<file path="src/rtl/axis_head_insert_pkg.sv">
`default_nettype none
// +-------------------------------------------------------------------+
// | axis_head_insert_pkg: shared state type and byte-count helpers      |
// | Revision: 1.0                                                       |
// +-------------------------------------------------------------------+
package axis_head_insert_pkg;

    localparam int MAX_DX = 64;

    typedef enum logic [1:0] {
        IDLE = 2'd0,
        HEAD = 2'd1,
        BODY = 2'd2,
        TAIL = 2'd3
    } state_t;

    function automatic int keep_to_cnt(input logic [MAX_DX-1:0] keep);
        int n;
        n = 0;
        for (int i = 0; i < MAX_DX; i++) begin
            if (keep[i]) n = n + 1;
        end
        return n;
    endfunction

    // MSB-aligned mask of cnt ones inside a dx-bit keep field
    function automatic logic [MAX_DX-1:0] cnt_to_keep(input int cnt, input int dx);
        logic [MAX_DX-1:0] m;
        m = '0;
        for (int i = 0; i < MAX_DX; i++) begin
            m[i] = (i < dx) && (i >= dx - cnt);
        end
        return m;
    endfunction

endpackage
`default_nettype wire

</file>
<file path="src/rtl/axis_head_insert_merge.sv">
`default_nettype none
// +-------------------------------------------------------------------+
// | axis_head_insert_merge: combine R carried bytes with a new beat     |
// | Revision: 1.0                                                       |
// +-------------------------------------------------------------------+
module axis_head_insert_merge
    import axis_head_insert_pkg::*;
#(
    parameter int DSIZE     = 32,
    parameter int BYTE_BITS = 8,
    localparam int DX       = DSIZE / BYTE_BITS,
    localparam int CW       = $clog2(DX + 1)
) (
    input  logic [DSIZE-1:0] carry,
    input  logic [CW-1:0]    rem,
    input  logic [DSIZE-1:0] beat,
    input  logic [CW-1:0]    cnt,
    output logic [DSIZE-1:0] out_data,
    output logic [DX-1:0]    out_keep,
    output logic [DSIZE-1:0] next_carry,
    output logic [DX-1:0]    tail_keep,
    output logic             tail_needed
);

    localparam int SW = $clog2(DSIZE + 1);

    logic [DX-1:0]    rem_keep;
    logic [DX-1:0]    cnt_keep;
    logic [DSIZE-1:0] carry_m;
    logic [DSIZE-1:0] beat_m;
    logic [CW-1:0]    room;
    logic [CW-1:0]    sum;
    logic [SW-1:0]    sh_rem;
    logic [SW-1:0]    sh_room;

    assign rem_keep = DX'(cnt_to_keep(int'(rem), DX));
    assign cnt_keep = DX'(cnt_to_keep(int'(cnt), DX));

    // Bytes outside the valid ranges are zeroed so the OR-merge stays clean
    for (genvar b = 0; b < DX; b++) begin : g_byte
        assign carry_m[b*BYTE_BITS +: BYTE_BITS] = carry[b*BYTE_BITS +: BYTE_BITS] & {BYTE_BITS{rem_keep[b]}};
        assign beat_m[b*BYTE_BITS +: BYTE_BITS]  = beat[b*BYTE_BITS +: BYTE_BITS]  & {BYTE_BITS{cnt_keep[b]}};
    end

    assign room    = CW'(DX) - rem;
    assign sum     = rem + cnt;
    assign sh_rem  = SW'(rem) * SW'(BYTE_BITS);
    assign sh_room = SW'(room) * SW'(BYTE_BITS);

    assign out_data    = carry_m | (beat_m >> sh_rem);
    assign next_carry  = beat_m << sh_room;
    assign tail_needed = (cnt > room);
    assign out_keep    = tail_needed ? '1 : DX'(cnt_to_keep(int'(sum), DX));
    assign tail_keep   = tail_needed ? DX'(cnt_to_keep(int'(sum) - DX, DX)) : '0;

endmodule
`default_nettype wire

</file>
<file path="src/rtl/axis_head_insert.sv">
`default_nettype none
// +-------------------------------------------------------------------+
// | axis_head_insert: prepend a 0..MAX_HEAD byte header to AXI-stream   |
// | Revision: 1.0                                                       |
// +-------------------------------------------------------------------+
module axis_head_insert
    import axis_head_insert_pkg::*;
#(
    parameter int DSIZE     = 32,
    parameter int BYTE_BITS = 8,
    parameter int MAX_HEAD  = 16,
    localparam int DX       = DSIZE / BYTE_BITS,
    localparam int LW       = $clog2(MAX_HEAD + 1)
) (
    input  logic                          clock,
    input  logic                          rst_n,
    input  logic [LW-1:0]                 head_len,
    input  logic [MAX_HEAD*BYTE_BITS-1:0] head_data,
    input  logic                          head_valid,
    output logic                          head_ready,
    input  logic [DSIZE-1:0]              s_tdata,
    input  logic [DX-1:0]                 s_tkeep,
    input  logic                          s_tvalid,
    input  logic                          s_tlast,
    output logic                          s_tready,
    output logic [DSIZE-1:0]              m_tdata,
    output logic [DX-1:0]                 m_tkeep,
    output logic                          m_tvalid,
    output logic                          m_tlast,
    input  logic                          m_tready
);

    localparam int CW  = $clog2(DX + 1);
    localparam int HW  = MAX_HEAD * BYTE_BITS;
    localparam int HSW = HW + 2 * DSIZE;

    state_t           state, state_next;
    logic [HSW-1:0]   head_sh;
    logic [HSW-1:0]   head_in;
    logic [LW-1:0]    hcnt;
    logic [CW-1:0]    rem;
    logic [DSIZE-1:0] carry;
    logic [DX-1:0]    tail_keep;
    logic [LW-1:0]    len_c, q_in;
    logic [CW-1:0]    r_in;
    logic             load_ok;

    logic [DSIZE-1:0] mg_carry, mg_beat, mg_data, mg_next;
    logic [CW-1:0]    mg_rem, mg_cnt;
    logic [DX-1:0]    mg_keep, mg_tkeep;
    logic             mg_tail;

    logic             ld, ld_last;
    logic [DSIZE-1:0] ld_data;
    logic [DX-1:0]    ld_keep;

    assign len_c   = (head_len > LW'(MAX_HEAD)) ? LW'(MAX_HEAD) : head_len;
    assign q_in    = len_c / LW'(DX);
    assign r_in    = CW'(len_c % LW'(DX));
    // Zero padding keeps the "next header beat" slice in range after the last shift
    assign head_in = {head_data, {(2*DSIZE){1'b0}}};
    assign load_ok = !m_tvalid || m_tready;

    // The merge either builds the header carry (no beat) or realigns a payload beat
    always_comb begin
        mg_carry = head_in[HSW-1 -: DSIZE];
        mg_rem   = r_in;
        mg_beat  = '0;
        mg_cnt   = '0;
        case (state)
            HEAD: begin
                mg_carry = head_sh[HSW-DSIZE-1 -: DSIZE];
                mg_rem   = rem;
            end
            BODY: begin
                mg_carry = carry;
                mg_rem   = rem;
                mg_beat  = s_tdata;
                mg_cnt   = CW'(keep_to_cnt(MAX_DX'(s_tkeep)));
            end
            default: ;
        endcase
    end

    axis_head_insert_merge #(
        .DSIZE     (DSIZE),
        .BYTE_BITS (BYTE_BITS)
    ) u_merge (
        .carry       (mg_carry),
        .rem         (mg_rem),
        .beat        (mg_beat),
        .cnt         (mg_cnt),
        .out_data    (mg_data),
        .out_keep    (mg_keep),
        .next_carry  (mg_next),
        .tail_keep   (mg_tkeep),
        .tail_needed (mg_tail)
    );

    always_ff @(posedge clock or negedge rst_n) begin
        if (!rst_n) state <= IDLE;
        else        state <= state_next;
    end

    always_comb begin
        state_next = state;
        case (state)
            IDLE: if (head_valid) state_next = (q_in != '0) ? HEAD : BODY;
            HEAD: if (load_ok && hcnt == LW'(1)) state_next = BODY;
            BODY: if (s_tvalid && load_ok && s_tlast) state_next = mg_tail ? TAIL : IDLE;
            TAIL: if (load_ok) state_next = IDLE;
            default: state_next = IDLE;
        endcase
    end

    always_comb begin
        head_ready = 1'b0;
        s_tready   = 1'b0;
        ld         = 1'b0;
        ld_data    = '0;
        ld_keep    = '0;
        ld_last    = 1'b0;
        case (state)
            IDLE: head_ready = 1'b1;
            HEAD: begin
                ld      = 1'b1;
                ld_data = head_sh[HSW-1 -: DSIZE];
                ld_keep = '1;
            end
            BODY: begin
                s_tready = load_ok;
                ld       = s_tvalid;
                ld_data  = mg_data;
                ld_keep  = mg_keep;
                ld_last  = s_tlast && !mg_tail;
            end
            TAIL: begin
                ld      = 1'b1;
                ld_data = carry;
                ld_keep = tail_keep;
                ld_last = 1'b1;
            end
            default: ;
        endcase
    end

    always_ff @(posedge clock or negedge rst_n) begin
        if (!rst_n) begin
            head_sh   <= '0;
            hcnt      <= '0;
            rem       <= '0;
            carry     <= '0;
            tail_keep <= '0;
        end else begin
            case (state)
                IDLE: if (head_valid) begin
                    head_sh <= head_in;
                    hcnt    <= q_in;
                    rem     <= r_in;
                    carry   <= mg_data;
                end
                HEAD: if (load_ok) begin
                    head_sh <= head_sh << DSIZE;
                    hcnt    <= hcnt - LW'(1);
                    if (hcnt == LW'(1)) carry <= mg_data;
                end
                BODY: if (s_tvalid && load_ok) begin
                    carry     <= mg_next;
                    tail_keep <= mg_tkeep;
                end
                default: ;
            endcase
        end
    end

    always_ff @(posedge clock or negedge rst_n) begin
        if (!rst_n) begin
            m_tvalid <= 1'b0;
            m_tdata  <= '0;
            m_tkeep  <= '0;
            m_tlast  <= 1'b0;
        end else if (load_ok) begin
            m_tvalid <= ld;
            if (ld) begin
                m_tdata <= ld_data;
                m_tkeep <= ld_keep;
                m_tlast <= ld_last;
            end
        end
    end

endmodule
`default_nettype wire
</file>
<file path="config.mk">
export PLATFORM = sky130hd
export DESIGN_NAME = axis_head_insert
export DESIGN_NICKNAME = d
export VERILOG_FILES = /design/src/rtl/axis_head_insert_pkg.sv /design/src/rtl/axis_head_insert_merge.sv /design/src/rtl/axis_head_insert.sv
export SDC_FILE = /design/constraint.sdc
export NUM_CORES = 1
export LEC_CHECK = 0
export BUFFER_PORTS_ARGS = -buffer_cell sky130_fd_sc_hd__buf_2
export CORE_AREA = 2 2 147 185
export DETAILED_ROUTE_END_ITERATION = 7
export DIE_AREA = 0 0 149 187
export PLACE_DENSITY = 0.65
export SETUP_SLACK_MARGIN = 0.15
export SLEW_MARGIN = 20
export SYNTH_ARGS = -nofsm -noshare
export SYNTH_HDL_FRONTEND = slang
export SYNTH_SLANG_ARGS = --single-unit
</file>
<file path="constraint.sdc">
create_clock -name clock -period 4.7 [get_ports clock]
set_input_delay 0.47 -clock clock [delete_from_list [all_inputs] [get_ports clock]]
set_output_delay 0.47 -clock clock [all_outputs]
set_load 0.02 [all_outputs]
</file>
==> impl_metrics.tcl, run 1 <==
set metrics [dict create \
    drv_slew 0 \
    post_cts_buffers 0 \
    critPathKind "reg2reg" \
    r2r-start "state[0]" \
    powerDensity_nw_per_um2 751 \
    hold_viol 0 \
    r2r_cells 10 \
    grt_use_total 0.275 \
    detail_route.wl_per_cell_um 22.0 \
    clock_sinks 211 \
    die-area_sq_um 27900 \
    grt_pass1_vias 10400 \
    period_needed_ns 3.80 \
    mostFrequentLayoutCell "buf_2" \
    tightest_slew_ns 0.888 \
    detailedRoute.firstPassIterationCount 5 \
    synth_top_cells_by_area "dfrtp_1 (45%), mux2i_1 (8.5%), o21ai_0 (5.6%)" \
    fin_cells 1763 \
    nets 1595 \
    rsz0062_at_grt "no" \
    ioPinCount 215 \
    dpl.cell_count 1716 \
    synth_edf_count 0 \
    vias_per_cell 5.97 \
    drv_cap 0 \
    routabilityCongestion 0.934 \
    grt_max_degree 120 \
    layout_common_cells "buf_2 (213), dfrtp_1 (211), nand2_1 (149)" \
    wl_um 38700 \
    syn_area_per_cell_sq_um 9.52 \
    outcome "finished clean" \
    fin_skew_ns 0.0203 \
    setup_viol 0 \
    path_max_fanout 28 \
    core-area_sq_um 26300 \
    yosysWarnings 0 \
    max-clock-path-buffers 3 \
    dp_hpwl_um 27800 \
    synth_cell_types 66 \
    synth-seq-cells 211 \
    syn_area_sq_um 11700 \
    postRouteAntennaNets 0 \
    register_area_sq_um 5280 \
    initial_core_util 0.443 \
    start_kind "flop" \
    area_growth_pct 18.9 \
    relSlewSlack 0.408 \
    numCtsBuffers 24 \
    fill_cells 2484 \
    max_freq_ghz 0.263 \
    vias 10500 \
    insertion_delay_ns 0.53 \
    cts_tree "done" \
    synthCells 1225 \
    grtUsageMet3 0.0466 \
    gr-usage-met2 0.435 \
    die_y_um 187 \
    cts_hold_buf 0 \
    fin_crit_sh 0.809 \
    grtUsageMet1 0.376 \
    multi_input_area_sq_um 5910 \
    drt_first_iter_violations 857 \
    critPathCaptureType "flop" \
    drive_above_1_share 0.221 \
    hold_path.class "in2async" \
    yosysTopAreaCell "dfrtp_1" \
    p_leak_nw 6.30 \
    busiest_layer "met2" \
    arrival_ns 4.17 \
    cts_resized 0 \
    drc 0 \
    critPathRequiredTime_ns 5.07 \
    grt-ovfl-total 0 \
    yosysSeqAreaShare 0.453 \
    die_x_um 149 \
    tns_ns 0 \
    reg2reg_setup_slack_ns 0.90 \
    clkSlewWorstSetupHoldPaths_ns 0.06 \
    reg2reg_to "m_tdata[4]" \
    htree_levels 1 \
    async_flop_share 1.00 \
    grt_pass1_wl_um 60500 \
    root_buffer "clkbuf_16" \
    port_buffers 214 \
    grt_antenna_before_repair 3 \
    syn_nets 1423 \
    whs_ns 0.0108 \
    synth_top_area_share 0.453 \
    row_count 67 \
    vdd_drop_max_mv 0.391 \
    synth_flop_cell "dfrtp_1" \
]
-- critical path, cell delays in order, from the launching register on --
cell and delay, ns:
dfrtp_1 0.47, inv_1 0.13, ha_2 0.64, o311ai_2 0.36
ha_1 0.33, nor2b_1 0.36, nand3b_1 0.15, a21oi_1 0.40
buf_4 0.27, a221oi_1 0.12, a211oi_1 0.42
-- synthesized netlist by cell type, drive strengths merged, types with 4 or more instances --
master   number
nand3        10
a32o          5
a22oi        53
nand2       149
a22o         46
clkbuf       75
a21o         11
xnor2         5
inv          29
a31o         13
and2         14
o211a         6
o31ai         7
a211oi       21
a31oi        10
mux2i        99
ha           22
nand2b        4
nand4         4
o22ai         9
and3         12
a211o         6
a2111oi       6
o21ai       136
a221o        23
buf          23
o221ai        6
nor3         19
dfrtp       211
a21oi        50
nor2b         6
a221oi       25
nor2         69
-- layout make-up --
class                   count  share of cell area
multi-input cells         886               0.426
flip-flops and latches    211               0.381
repair buffers            244              0.0951
clock buffers              33              0.0502
well taps                 345              0.0311
inverters                  30             0.00812
clock inverters            11             0.00803
diodes                      3            0.000541
-- routing by layer --
metal	share of wire	wire [um]
met3	0.070	2700
met1	0.42	16400
met4	0.040	1560
met2	0.47	18100
met5	0.00028	11
-- stage by stage --
step | area, sq um | utilization | power [mW] | setup slack (ns)
final | 13900 | 0.527 | 10.4 | 0.898
after global routing | 13900 | 0.527 | 11.2 | 0.691
after CTS | 13900 | 0.527 | 10.4 | 0.998
after detailed placement | 13100 | 0.496 | 8.48 | 0.859
after global placement | 13100 | 0.496 | 8.38 | 0.990
after floorplan | 11700 | - | 6.84 | 1.17
-- where the power goes --
part | switching, mW | total, mW | internal, mW
registers | 0.570 | 3.21 | 2.63
clock network | 0.767 | 1.91 | 1.14
logic | 3.39 | 5.31 | 1.91
total | 4.73 | 10.4 | 5.69
-- registers in the layout (all words and copies together), names as in the netlist --
register,flops
head_sh,128
carry,32
m_tdata,32
hcnt,5
m_tkeep,4
tail_keep,4
rem,2
state,2
m_tlast,1
m_tvalid,1
-- how the worst max path moves through the flow --
stage | to | cells after the start | slack (ns) | startpoint
after floorplan | carry[16] | 15 | 1.17 | state[0]
after global placement | m_tdata[4] | 14 | 0.99 | s_tkeep[0]
after detailed placement | m_tdata[4] | 14 | 0.86 | s_tkeep[0]
after CTS | m_tdata[4] | 10 | 1.0 | state[0]
after global routing | carry[19] | 9 | 0.69 | state[0]
final | m_tdata[4] | 10 | 0.90 | state[0]
-- cells by family after synthesis --
logic type | count (synthesis) | synth area share
adder cells (fa/ha/maj) | 23 | 0.0253
multiplexers | 99 | 0.0850
AO/OA/AOI/OAI | 451 | 0.271
buffers and inverters | 128 | 0.0430
XOR/XNOR | 8 | 0.00730
flip-flops | 211 | 0.453
AND/OR/NAND/NOR | 305 | 0.116
Power figures use the tool's default switching activity.
==> run 2, diff against run 1 <==
--- a/config.mk
+++ b/config.mk
@@ -5,10 +5,11 @@
 export SDC_FILE = /design/constraint.sdc
 export NUM_CORES = 1
 export LEC_CHECK = 0
+export ABC_AREA = 1
 export BUFFER_PORTS_ARGS = -buffer_cell sky130_fd_sc_hd__buf_2
-export CORE_AREA = 2 2 147 185
+export CORE_AREA = 2 2 150 188
 export DETAILED_ROUTE_END_ITERATION = 7
-export DIE_AREA = 0 0 149 187
+export DIE_AREA = 0 0 152 190
 export PLACE_DENSITY = 0.65
 export SETUP_SLACK_MARGIN = 0.15
 export SLEW_MARGIN = 20
==> constraint.sdc (replaced) <==
create_clock -name clock -period 3.65 [get_ports clock]
set_input_delay 0.365 -clock clock [delete_from_list [all_inputs] [get_ports clock]]
set_output_delay 0.365 -clock clock [all_outputs]
set_load 0.02 [all_outputs]
==> run 2 against run 1 <==
Against the previous run: design area is 2.0% higher; via count is 9.5% higher; clock power is 42% higher; register-to-register slack worse by 0.40 ns; area after synthesis is 2.9% higher; hold slack better by 0.033 ns; power is 53% higher; critical endpoint is now tail_keep[0]; largest cell class unchanged.
==> impl_metrics.tcl, run 2 <==
set metrics [dict create \
    outcome "finished clean" \
    async_flop_share 1.00 \
    syn_nets 1723 \
    syn_area_per_cell_sq_um 7.87 \
    detailedRoute.firstPassIterationCount 6 \
    internal_power_mw 8.18 \
    fin_cells 2058 \
    power_mw 16.0 \
    critPathCaptureType "flop" \
    row_count 68 \
    syn_area_sq_um 12000 \
    p_sw_mw 7.78 \
    reg2reg_setup_slack_ns 0.49 \
    drive_above_1_share 0.220 \
    reg2reg_to "tail_keep[0]" \
    ys_top_cells_by_count "nand2_1 (427), dfrtp_1 (211), nor2_1 (139), nand3_1 (122), a31oi_1 (98)" \
    critPathKind "reg2reg" \
    grt-ovfl-total 0 \
    port_buffers 214 \
    synth_flop_cell "dfrtp_1" \
    gr-usage-met2 0.405 \
    hold_path.class "in2reg" \
    drc 0 \
    synth-seq-cells 211 \
    ioPinCount 215 \
    dpl.cell_count 2011 \
    dp_hpwl_um 27100 \
    wl_um 39100 \
    core-area_sq_um 27300 \
    tightest_slew_ns 1.11 \
    layout_common_cells "nand2_1 (427), buf_2 (213), dfrtp_1 (210)" \
    clock_power_share 0.170 \
    powerDensity_nw_per_um2 1130 \
    numCtsBuffers 23 \
    final_area_sq_um 14100 \
    yosysSeqAreaShare 0.440 \
    combPwrFrac 0.566 \
    mostFrequentLayoutCell "nand2_1" \
    grt_use_total 0.266 \
    clkSlewWorstSetupHoldPaths_ns 0.07 \
    largest_register_ffs 128 \
    hold_viol 0 \
    insertion_delay_ns 0.54 \
    critPathRequiredTime_ns 4.11 \
    grt_max_degree 164 \
    synth_top_area_share 0.440 \
    cp-startpoint "state[1]" \
    fin_skew_ns 0.0204 \
    cts_tree "done" \
    synth_edf_count 0 \
    vias 11500 \
    routabilityCongestion 0.941 \
    p_leak_nw 6.85 \
    grt_pass1_vias 11100 \
    drt_first_iter_violations 984 \
    setup_viol 0 \
    largest_registers "head_sh x128, carry x32, m_tdata x32" \
    start_kind "flop" \
    nets 1885 \
    max-clock-path-buffers 3 \
    die_y_um 190 \
    tns_ns 0 \
    grtUsageMet3 0.0424 \
    initial_core_util 0.440 \
    period_needed_ns 3.16 \
    relSlewSlack 0.263 \
    yosysWarnings 0 \
    slowest_delay_ns 0.46 \
    die_x_um 152 \
    synth.most_common_cell "nand2_1" \
    postRouteAntennaNets 0 \
    switching_share 0.487 \
    vias_per_cell 5.60 \
    pwr-share-seq 0.264 \
    arrival_ns 3.61 \
    synth_top_cells_by_area "dfrtp_1 (44%), nand2_1 (13%), a31oi_1 (5.1%)" \
    r2r_cells 17 \
    drv_cap 0 \
    yosysTopAreaCell "dfrtp_1" \
    critical_path.slowest_cell "dfrtp_2" \
    top_register "head_sh" \
    crit_end "tail_keep[0]" \
    htree_levels 1 \
    vdd_drop_max_mv 0.481 \
    dpl_cell_area_sq_um 13200 \
    fill_cells 2674 \
    die-area_sq_um 28900 \
    fin_crit_sh 0.865 \
    r2r-start "state[1]" \
    crit_path_cell_trace "inv_1 -> ha_1 -> inv_2 -> nand3_1 -> nand2_2 -> inv_2 -> ha_1 -> clkinv_2 -> ha_1 -> nand2_1 -> o21ai_0 -> o21ai_1 -> inv_1 -> nand2_1 -> inv_1 -> o2111ai_1 -> o21ai_0" \
    grt_antenna_before_repair 2 \
    grt_pass1_wl_um 62100 \
    area_growth_pct 17.8 \
    synth_cell_types 40 \
    path_max_fanout 7 \
    grtUsageMet1 0.382 \
    max_freq_ghz 0.317 \
    clock_sinks 211 \
    drv_slew 0 \
    root_buffer "clkbuf_16" \
    detail_route.wl_per_cell_um 19.0 \
    synthCells 1525 \
    busiest_layer "met2" \
    rsz0062_at_grt "no" \
]
## run 2: logic make-up (layout without fill, tap and decap cells)
group / Yosys count / after routing / share of synthesized area
AOI/OAI and AO/OA: 315 / 315 / 0.177
buffers and inverters: 196 / 375 / 0.0727
and+or+nand+nor: 780 / 780 / 0.285
DFF: 211 / 211 / 0.440
adders and majority gates: 23 / 23 / 0.0246
other: 0 / 4 / 0
## run 2: metrics by stage
stage           util  setup slack, ns  hold WS, ns
4_1_cts        0.517            0.406       0.0380
3_5_place_dp   0.485            0.143        0.463
6_report       0.518            0.494       0.0438
2_1_floorplan      -            0.162       0.0694
5_1_grt        0.518            0.238       0.0450
3_3_place_gp   0.485            0.234        0.464
## run 2: worst min path at each step
stage                              from      endpoint  slack (ns)  cells after the start
final                      head_data[0]   head_sh[64]        0.04                      2
after floorplan                   rst_n      carry[0]        0.07                      0
after global routing      head_data[20]   head_sh[84]        0.05                      2
after detailed placement          rst_n  tail_keep[1]        0.46                      1
after CTS                  head_data[0]   head_sh[64]        0.04                      2
after global placement            rst_n    m_tdata[7]        0.46                      1
## run 2: area by class of cell
cell class	instances	area, sq um	area share
diodes	4	10.0	0.000708
inverters	89	342	0.0242
flip-flops and latches	211	5280	0.373
clock inverters	10	200	0.0142
well taps	350	438	0.0310
clock buffers	32	679	0.0480
repair buffers	244	1320	0.0934
multi-input cells	1118	5870	0.415
## run 2: power by group through the flow
stage / logic (mW) / registers, mW / clock network [mW]
finish: 9.03 / 4.21 / 2.72
detailed placement: 8.91 / 4.23 / 0
global placement: 8.86 / 4.21 / 0
floorplan: 6.36 / 4.25 / 0
global route: 10.1 / 4.34 / 2.83
CTS: 8.95 / 4.20 / 2.74
## run 2: routing by layer
layer	share of wire	up-vias	wire length, um
met5	0	-	0
met4	0.041	0	1620
met3	0.081	100	3160
met2	0.43	516	17000
met1	0.44	5375	17400
li1	-	5532	-
## run 2: what timing repair did
action / CTS / global route
hold buffers: 1 / 0
endpoints found under the hold margin: 90 / 0
gates resized for setup: 0 / 1
buffers inserted: 0 / 0
endpoints found under the setup margin: 0 / 1
## run 2: critical path: cells and delay by family, from the launching register on
family,cells,cell delay [ns]
and+or+nand+nor,4,0.38
buffers and inverters,6,0.66
adders and majority gates,3,0.87
DFF,1,0.46
AOI/OAI and AO/OA,4,0.68
==> run 3, diff against run 2 <==
--- a/config.mk
+++ b/config.mk
@@ -7,10 +7,12 @@
 export LEC_CHECK = 0
 export ABC_AREA = 1
 export BUFFER_PORTS_ARGS = -buffer_cell sky130_fd_sc_hd__buf_2
-export CORE_AREA = 2 2 150 188
+export CELL_PAD_IN_SITES_DETAIL_PLACEMENT = 0
+export CELL_PAD_IN_SITES_GLOBAL_PLACEMENT = 1
+export CORE_AREA = 2 2 155 195
 export DETAILED_ROUTE_END_ITERATION = 7
-export DIE_AREA = 0 0 152 190
-export PLACE_DENSITY = 0.65
+export DIE_AREA = 0 0 157 197
+export PLACE_DENSITY = 0.79
 export SETUP_SLACK_MARGIN = 0.15
 export SLEW_MARGIN = 20
 export SYNTH_ARGS = -nofsm -noshare
==> run 3 against run 2 <==
Against the previous run: design area is 0.78% lower; wire length is 0.44% lower; final cell count is 1.8% higher; largest cell class unchanged; global-route usage is 1.2 points lower; die area is 7.1% higher; highest routed layer is now met5; critical path depth stayed put; combinational power is 1% lower; worst setup slack better by 0.0098 ns; first-iteration DRC count is 1.0% lower.
==> impl_metrics.tcl, run 3 (synthesis results as in run 2) <==
set metrics [dict create \
    tightest_slew_ns 0.858 \
    mostFrequentLayoutCell "nand2_1" \
    hold_path.class "in2reg" \
    vias 11300 \
    nets 1883 \
    drv_slew 0 \
    powerDensity_nw_per_um2 1100 \
    die_y_um 197 \
    fin_skew_ns 0.0112 \
    relSlewSlack 0.427 \
    vdd_drop_max_mv 0.462 \
    reg2reg_setup_slack_ns 0.50 \
    dpl_cell_area_sq_um 13300 \
    tns_ns 0 \
    layout_common_cells "nand2_1 (427), buf_2 (213), dfrtp_1 (211)" \
    drive_above_1_share 0.214 \
    grt-ovfl-total 0 \
    grt_pass1_vias 10900 \
    max_freq_ghz 0.318 \
    root_buffer "clkbuf_16" \
    clock_sinks 211 \
    ioPinCount 215 \
    dp_hpwl_um 27600 \
    r2r_cells 17 \
    rsz0062_at_grt "no" \
    whs_ns 0.0772 \
    vias_per_cell 5.37 \
    largest_registers "head_sh x128, carry x32, m_tdata x32" \
    outcome "finished clean" \
    drc 0 \
    die_x_um 157 \
    numCtsBuffers 23 \
    critPathCaptureType "flop" \
    cts_tree "done" \
    port_buffers 214 \
    p_leak_nw 6.77 \
    post-route-util 0.484 \
    wl_um 39000 \
    start_kind "flop" \
    grt_pass1_wl_um 62000 \
    area_growth_pct 16.9 \
    core-area_sq_um 29000 \
    grt_antenna_before_repair 5 \
    drv_cap 0 \
    critPathRequiredTime_ns 4.08 \
    max-clock-path-buffers 3 \
    min_path_cells 2 \
    row_count 70 \
    postRouteAntennaNets 0 \
    setup_viol 0 \
    hold_viol 0 \
    final_area_sq_um 14000 \
    die-area_sq_um 30900 \
    fin_crit_sh 0.862 \
    grt_use_total 0.254 \
    largest_register_ffs 128 \
    insertion_delay_ns 0.51 \
    detailedRoute.firstPassIterationCount 5 \
    detail_route.wl_per_cell_um 18.6 \
    routabilityCongestion 0.899 \
    top_register "head_sh" \
    grt_max_degree 106 \
    htree_levels 1 \
    drt_first_iter_violations 974 \
    arrival_ns 3.58 \
    critPathKind "reg2reg" \
    initial_core_util 0.414 \
    clkSlewWorstSetupHoldPaths_ns 0.06 \
    period_needed_ns 3.15 \
    path_max_fanout 7 \
]
-- run 3: cell count changes in the layout (fill, tap and decap cells not counted), sizes merged --
cell / previous run / this run
clkbuf: 32 / 33
bufinv: 5 / 1
buf: 243 / 241
clkinv: 6 / 5
inv: 87 / 86
diode: 4 / 2
-- run 3: per-stage QoR --
step	worst slack, ns	cells	power, mW
finish	0.504	2095	15.4
global route	0.209	2094	16.8
CTS	0.499	2093	15.4
detailed placement	0.144	2055	13.1
global placement	0.202	2055	13.0
floorplan	0.162	1525	10.6
-- run 3: final cells by class --
class | count | area (sq um)
Timing Repair Buffer | 242 | 1340
Clock inverter | 4 | 47.5
Antenna cell | 2 | 5.00
Sequential cell | 211 | 5280
Clock buffer | 33 | 653
Fill cell | 2892 | 15000
Multi-Input combinational cell | 1118 | 5870
Tap cell | 396 | 495
Inverter | 89 | 342
-- run 3: per-layer routing --
| metal | routed length (um) | global-route usage | up-vias |
|---|---|---|---|
| met3 | 2770 | 0.0444 | 67 |
| met4 | 1400 | 0.0917 | 6 |
| li1 | - | - | 5503 |
| met5 | 41 | 0 | - |
| met1 | 17500 | 0.366 | 5287 |
| met2 | 17300 | 0.385 | 395 |
-- run 3: worst paths after layout --
kind                                from      endpoint
hold / removal             head_data[18]   head_sh[82]
setup / recovery                state[1]  tail_keep[1]
hold reg to reg                   rem[0]        rem[0]
max in group asynchronous          rst_n  tail_keep[2]
setup reg to reg                state[1]  tail_keep[1]
min in group asynchronous          rst_n   head_sh[68]
-- run 3: worst max-delay path, stage by stage, from the launching register on --
cell and delay, ns:
dfrtp_1 0.45, inv_1 0.15, ha_1 0.34, inv_2 0.10, nand3_1 0.09, nand2_2 0.15, inv_2 0.06, ha_1 0.31
clkinv_2 0.06, ha_1 0.26, nand2_1 0.06, o21ai_0 0.19, o21ai_2 0.15, inv_1 0.09, nand2_1 0.06, inv_1 0.15
o2111ai_1 0.18, o21ai_0 0.18
-- run 3: where the power goes --
group          leakage [nW]  total [mW]  internal (mW)  switching (mW)
registers              2.48        4.25           3.50           0.756
clock network         0.341        2.25           1.30           0.950
logic                  3.95        8.93           3.02            5.91
-- run 3: timing repair --
| action | in CTS | in global routing |
|---|---|---|
| buffers inserted | 0 | 0 |
| hold buffers | 1 | 0 |
| hold endpoints to repair | 103 | 0 |
| endpoints found under the setup margin | 0 | 1 |
| resized for setup | 0 | 1 |
